`src/rtl/mac_adder_tree.sv`:
```
// mac_adder_tree: pipelined signed adder tree that reduces N_IN masked MAC lanes to one sum per cycle.
// Optional macro MAC_ADDER_TREE_SAT_EN: saturate the root sum to WID bits instead of wrapping.
module mac_adder_tree #(
    parameter int N_IN = 32,
    parameter int WID  = 16
) (
    input  logic                  clk,
    input  logic                  rst,
    input  logic signed [WID-1:0] output_mac [N_IN-1:0],
    input  logic [N_IN-1:0]       mac_enable,
    input  logic                  adder_enable,
    output logic signed [WID-1:0] adder_tree_out,
    output logic                  adder_tree_vld
);
    localparam int LAT = (N_IN > 1) ? $clog2(N_IN) : 1;
    localparam int P   = 1 << LAT;
    localparam int WL  = WID + LAT;
`ifdef MAC_ADDER_TREE_SAT_EN
    localparam logic signed [WL-1:0] SMAX = {{(LAT+1){1'b0}}, {(WID-1){1'b1}}};
    localparam logic signed [WL-1:0] SMIN = {{(LAT+1){1'b1}}, {(WID-1){1'b0}}};
`endif
    logic signed [WL-1:0]  leaf   [P-1:0];
    logic signed [WL-1:0]  node_d [P-1:1];
    logic signed [WL-1:0]  node_q [P-1:1];
    logic [LAT-1:0]        vld_d, vld_q;
    logic signed [WID-1:0] out_d, out_q;

    for (genvar j = 0; j < P; j++) begin : g_leaf
        if (j < N_IN) begin : g_lane
            assign leaf[j] = mac_enable[j] ? WL'(output_mac[j]) : '0;
        end else begin : g_pad
            assign leaf[j] = '0;
        end
    end

    for (genvar i = 1; i < P; i++) begin : g_node
        if (2 * i >= P) begin : g_bot
            assign node_d[i] = leaf[2*i-P] + leaf[2*i+1-P];
        end else begin : g_mid
            assign node_d[i] = node_q[2*i] + node_q[2*i+1];
        end
    end

    // Valid shift and root narrowing; the output only changes when a valid reaches the root.
    always_comb begin
        vld_d = (vld_q << 1) | LAT'(adder_enable);
`ifdef MAC_ADDER_TREE_SAT_EN
        out_d = !vld_d[LAT-1] ? out_q :
                (node_d[1] > SMAX) ? SMAX[WID-1:0] :
                (node_d[1] < SMIN) ? SMIN[WID-1:0] : node_d[1][WID-1:0];
`else
        out_d = vld_d[LAT-1] ? node_d[1][WID-1:0] : out_q;
`endif
    end

    // Tree levels load every clock; reset discards all in-flight sums and valids.
    always_ff @(posedge clk or posedge rst) begin
        if (rst) begin
            for (int i = 2; i < P; i++) node_q[i] <= '0;
            vld_q <= '0;
            out_q <= '0;
        end else begin
            for (int i = 2; i < P; i++) node_q[i] <= node_d[i];
            vld_q <= vld_d;
            out_q <= out_d;
        end
    end

    assign adder_tree_out = out_q;
    assign adder_tree_vld = vld_q[LAT-1];
endmodule

```
`config.mk`:
```
export PLATFORM = sky130hd
export DESIGN_NAME = mac_adder_tree
export DESIGN_NICKNAME = d
export VERILOG_FILES = /design/src/rtl/mac_adder_tree.sv
export SDC_FILE = /design/constraint.sdc
export NUM_CORES = 2
export LEC_CHECK = 0
export ABC_AREA = 0
export BUFFER_PORTS_ARGS = -buffer_cell sky130_fd_sc_hd__buf_2
export CAP_MARGIN = 15
export CORE_MARGIN = 3
export CORE_UTILIZATION = 40
export DETAILED_ROUTE_END_ITERATION = 7
export PLACE_DENSITY = 0.71
export SKIP_LAST_GASP = 1
export SYNTH_ARGS = -nofsm -noshare
export SYNTH_HDL_FRONTEND = slang
export SYNTH_SLANG_ARGS = --single-unit
```
`constraint.sdc`:
```
create_clock -name clk -period 20.8 [get_ports clk]
set_input_delay 1.04 -clock clk [delete_from_list [all_inputs] [get_ports clk]]
set_output_delay 1.04 -clock clk [all_outputs]
set_load 0.05 [all_outputs]
```
# Yosys cells after proc, flatten, opt, wreduce, memory -nomap -nowiden
# Cells that the tools add are included.
[classes] bitwise=1 muxes=32 addsub=31
[op_table] cell="$mux W16" count=32
[op_table] cell="$add A16 B16 Y16" count=31
[op_table] cell="$or A5 B1 Y5" count=1
[totals] word_cells=96 regBits=501 output_inout_bits=17 input_bits=547

# Logic depth before layout (Yosys ltp)
[depth] ltp_word=2 depth_mapped=11 depth_no_buf=10

# Least setup slack after synthesis
# No wires, ideal clock.
[synth_path] kind="input to register" from="in mac_enable[30]" to="reg node_q[644] (netlist name)" slack_ps=17379 n_path_buf=1 t_required_ps=20669 setup_ps=131 stages=11 arrival_time_ps=3290 path_cell_list="clkbuf_1 -> and2_1 -> ha_1 -> fa_1 -> a21o_1 -> a21oi_1 -> o21bai_1 -> o31a_1 -> a221oi_2 -> o21ai_0 -> xor2_1"
[synth_rtl] element="from (decl)" line="10" source="input logic [N_IN-1:0] mac_enable,"
[synth_rtl] element="to (decl)" line="24" source="logic signed [WL-1:0] node_q [P-1:1];"

==> impl_metrics.xml <==
<?xml version="1.0" encoding="UTF-8"?>
<metrics>
  <group name="detailed_routing">
    <metric name="detail-route-antenna-nets" unit="">0</metric>
    <metric name="viasPerCell" unit="">5.05</metric>
    <metric name="detailroute.via_count" unit="">27111</metric>
    <metric name="detail_route.wirelength" unit="µm">84200</metric>
    <metric name="drt_first_iter_violations" unit="">1232</metric>
    <metric name="m1WireLength" unit="µm">37200</metric>
    <metric name="detail_route.first_pass.iterations" unit="">5</metric>
    <metric name="routed-wl-met3" unit="µm">3130</metric>
    <metric name="route.met2.wl" unit="µm">42500</metric>
    <metric name="dr.max_layer_used" unit="">met4</metric>
    <metric name="wire_per_inst" unit="µm">15.7</metric>
    <metric name="route.detailed.drc" unit="">0</metric>
  </group>
  <group name="setup_path">
    <metric name="timing_worst_setup_path_type" unit="">in -&gt; reg</metric>
    <metric name="crit_path_end_kind" unit="">flip-flop</metric>
    <metric name="list_of_cells_traversed_by_the_critical_path" unit="">buf_2 -&gt; and2_1 -&gt; ha_1 -&gt; fa_1 -&gt; a21o_1 -&gt; a31oi_1 -&gt; o211ai_1 -&gt; nand3_1 -&gt; o22ai_1 -&gt; o211ai_1 -&gt; xnor2_1</metric>
    <metric name="ff2ff_path_depth" unit="">9</metric>
    <metric name="critical_path_required" unit="ns">21.32</metric>
    <metric name="critical_path_most_common_cell" unit="">o211ai_1</metric>
    <metric name="worst_r2r_setup_slack" unit="ns">18.04</metric>
    <metric name="critical-path-slowest-cell" unit="">a31oi_1</metric>
    <metric name="slowest_delay" unit="ns">0.49</metric>
    <metric name="setup.worst_path.start_class" unit="">input pin</metric>
    <metric name="worst_ep_arrival_time" unit="ns">3.63</metric>
    <metric name="worst_r2r_startpoint" unit="">node_q[357]$_DFF_PP0_</metric>
    <metric name="worst_r2r_endpoint" unit="">node_q[180]$_DFF_PP0_</metric>
    <metric name="critical_path_peak_fanout" unit="">16</metric>
  </group>
  <group name="synthesis">
    <metric name="yosysSeqAreaShare" unit="%">35.6</metric>
    <metric name="synth_largest_type_area_fraction" unit="%">35.6</metric>
    <metric name="synth_cell_types" unit="">69</metric>
    <metric name="synthesis.area_per_instance" unit="µm²">9.84</metric>
    <metric name="synth-main-ff-cell" unit="">dfrtp_1</metric>
    <metric name="ys_seq_elements" unit="">501</metric>
    <metric name="yosys_warnings" unit="">0</metric>
    <metric name="synth.area.top_cells" unit="">dfrtp_1 (36%), ha_1 (17%), and2_1 (8.6%), xnor2_1 (7.4%), a21oi_1 (4.8%)</metric>
    <metric name="synth_largest_area_cell" unit="">dfrtp_1</metric>
    <metric name="syn_nets" unit="">4625</metric>
    <metric name="synth_edf_count" unit="">0</metric>
    <metric name="post_synth_inst_count" unit="">3582</metric>
    <metric name="syn-cell-area" unit="mm²">0.0352</metric>
    <metric name="synth-async-reset-ratio" unit="%">100</metric>
  </group>
  <group name="final_layout">
    <metric name="areaGrowthSynthToFinish" unit="%">17.2</metric>
    <metric name="most_frequent_standard_cell_in_the_layout_excluding_fill_and_tap_cells" unit="">buf_2</metric>
    <metric name="ratio_of_cells_with_drive_above_1_in_the_final_layout" unit="%">17.1</metric>
    <metric name="finish.cell_count_without_fillers" unit="">5373</metric>
    <metric name="antennaDiodeCount" unit="">0</metric>
    <metric name="final_area" unit="mm²">0.0413</metric>
    <metric name="nets" unit="">5215</metric>
    <metric name="final_cell_mix" unit="">buf_2 (563), dfrtp_1 (501), and2_1 (486)</metric>
  </group>
  <group name="status">
    <metric name="outcome" unit="">completed</metric>
  </group>
  <group name="hold_path">
    <metric name="hold_class" unit="">reg -&gt; reg</metric>
    <metric name="holdPathStages" unit="">0</metric>
    <metric name="hold_path_end" unit="">vld_q[3]$_DFF_PP0_</metric>
    <metric name="hold_start" unit="">vld_q[2]$_DFF_PP0_</metric>
  </group>
  <group name="global_routing">
    <metric name="maximum_number_of_pins_on_one_net_before_global_route_repair" unit="">165</metric>
    <metric name="grt.overflow.total" unit="">0</metric>
    <metric name="globalRouteTotalUtil" unit="%">18.0</metric>
    <metric name="first_global_vias" unit="">26886</metric>
    <metric name="grt_antenna_before_repair" unit="">2</metric>
    <metric name="wire_length_of_the_first_global_routing_pass" unit="µm">134000</metric>
  </group>
  <group name="die">
    <metric name="die_width" unit="µm">303</metric>
    <metric name="core_region_area" unit="mm²">0.0870</metric>
    <metric name="std_cell_rows" unit="">108</metric>
    <metric name="num_io_pins" unit="">564</metric>
    <metric name="fp.dieArea" unit="mm²">0.0917</metric>
    <metric name="initial_core_util" unit="%">40.5</metric>
    <metric name="chipHeight" unit="µm">303</metric>
  </group>
  <group name="clock_network">
    <metric name="htreeDepth" unit="">2</metric>
    <metric name="clk_pin_slew_worst_paths" unit="ns">0.06</metric>
    <metric name="insertion_delay" unit="ns">0.61</metric>
    <metric name="tritoncts" unit="">done</metric>
    <metric name="numClockSinks" unit="">501</metric>
    <metric name="numCtsBuffers" unit="">56</metric>
    <metric name="post_cts_hold_buffer_count" unit="">0</metric>
    <metric name="postCtsSetupBuffers" unit="">0</metric>
    <metric name="cts.root.buffer_cell" unit="">clkbuf_16</metric>
    <metric name="cts_repair_resize_count" unit="">0</metric>
    <metric name="cts_buffer_depth" unit="">3</metric>
  </group>
  <group name="placed_design">
    <metric name="dpl_cell_area" unit="mm²">0.0394</metric>
    <metric name="place_hpwl" unit="µm">68700</metric>
    <metric name="io_buffer_count" unit="">563</metric>
    <metric name="dp_cells" unit="">5269</metric>
    <metric name="place.gp.congestion" unit="">0.865</metric>
  </group>
  <group name="sta">
    <metric name="setup_tns" unit="ns">0</metric>
    <metric name="slew_violations" unit="">0</metric>
    <metric name="final_hold_viol_count" unit="">0</metric>
    <metric name="worst_slew_pin_slew" unit="ns">0.944</metric>
    <metric name="timing.final.setup_violations" unit="">0</metric>
    <metric name="layout_min_cycle_time" unit="ns">3.11</metric>
    <metric name="timing.final.crit_share" unit="%">14.9</metric>
    <metric name="timing.clock.skew" unit="ns">0.0171</metric>
    <metric name="rsz0062_at_grt" unit="">no</metric>
    <metric name="holdWs" unit="ns">0.345</metric>
    <metric name="highest_clock_frequency_the_design_can_meet" unit="MHz">322</metric>
    <metric name="slew_headroom" unit="%">37.1</metric>
  </group>
  <group name="pwr">
    <metric name="power.density" unit="mW/mm²">116</metric>
    <metric name="worst_ir_drop_vdd" unit="mV">0.0753</metric>
    <metric name="leakage_power" unit="nW">20.4</metric>
  </group>
  <group name="run">
    <metric name="max-cap-violations" unit="">0</metric>
  </group>
</metrics>
cell type report:
type                    instances  area (µm²)
multi-input cells            2950       22200
well taps                    1155        1450
repair buffers                567        2860
flip-flops and latches        501       12500
inverters                      96         368
clock buffers                  70        1540
clock inverters                34         335
fillers                      8221       45700
state kept, by name, indices dropped and copies added (netlist names):
register / flops
node_q: 480
adder_tree_out: 16
vld_q: 5
worst max-delay path, delay by kind of cell:
kind,cells,cell delay (ns)
fa+ha+maj,2,0.70
compound gates,5,1.22
simple gates,2,0.32
xor+xnor,1,0.14
buf+inv,1,0.21
power by group:
group	total, W	switching [W]	internal, W	leakage, nW
registers	0.00148	0.000164	0.00131	5.98
clock network	0.000985	0.000406	0.000579	0.915
logic	0.00233	0.00128	0.00104	13.5
total	0.00479	0.00185	0.00293	20.4
metal layers:
| layer | global-route usage [%] | vias to the layer above |
|---|---|---|
| met5 | 0 | - |
| met4 | 3.64 | 0 |
| met3 | 2.25 | 85 |
| met2 | 32.2 | 455 |
| met1 | 23.2 | 12750 |
| li1 | - | 13821 |
cells in the mapped netlist, types with 28 or more instances:
cell / number
a211oi_1: 28
xor2_1: 144
dfrtp_1: 501
a31oi_1: 34
nor2_1: 190
nand2_1: 124
nor2b_1: 43
and2_1: 486
o21a_1: 40
o211ai_1: 33
ha_1: 465
or3_1: 36
a21o_1: 126
nor3_1: 40
o21bai_1: 48
a21oi_1: 340
nand2b_1: 32
nand3_1: 33
clkbuf_1: 34
inv_1: 96
o21ai_0: 141
xnor2_1: 296
fa_1: 31
cell families (layout without fill, tap and decap cells):
kind of cell,count (synthesis),count (layout),share of synthesized area (%)
AOI/OAI and AO/OA,904,904,16.2
xor gates and xnor gates,440,440,10.9
adders and majority gates,496,496,18.3
buffers and inverters,131,767,1.40
DFF,501,501,35.6
muxes,19,19,0.586
and+or+nand+nor,1091,1091,17.1
worst max path at each step:
stage                        from                            end  cells after the start
global route                  rst          node_q[214]$_DFF_PP0_                      4
floorplan                     rst  adder_tree_out[0]$_DFFE_PP0P_                      1
global placement    mac_enable[5]          node_q[371]$_DFF_PP0_                     11
detailed placement            rst          node_q[474]$_DFF_PP0_                      4
finish              mac_enable[5]          node_q[371]$_DFF_PP0_                     11
CTS                           rst          node_q[468]$_DFF_PP0_                      4
per-stage QoR:
| stage | total power, W | setup WS [ns] | util, % |
|---|---|---|---|
| floorplan | 0.00321 | 5.77 | - |
| global placement | 0.00378 | 17.05 | 45.3 |
| detailed placement | 0.00382 | 17.00 | 45.3 |
| CTS | 0.00485 | 17.65 | 47.4 |
| global route | 0.00518 | 17.31 | 47.4 |
| finish | 0.00479 | 17.69 | 47.4 |
No activity file was read; power rests on OpenSTA's default activity.
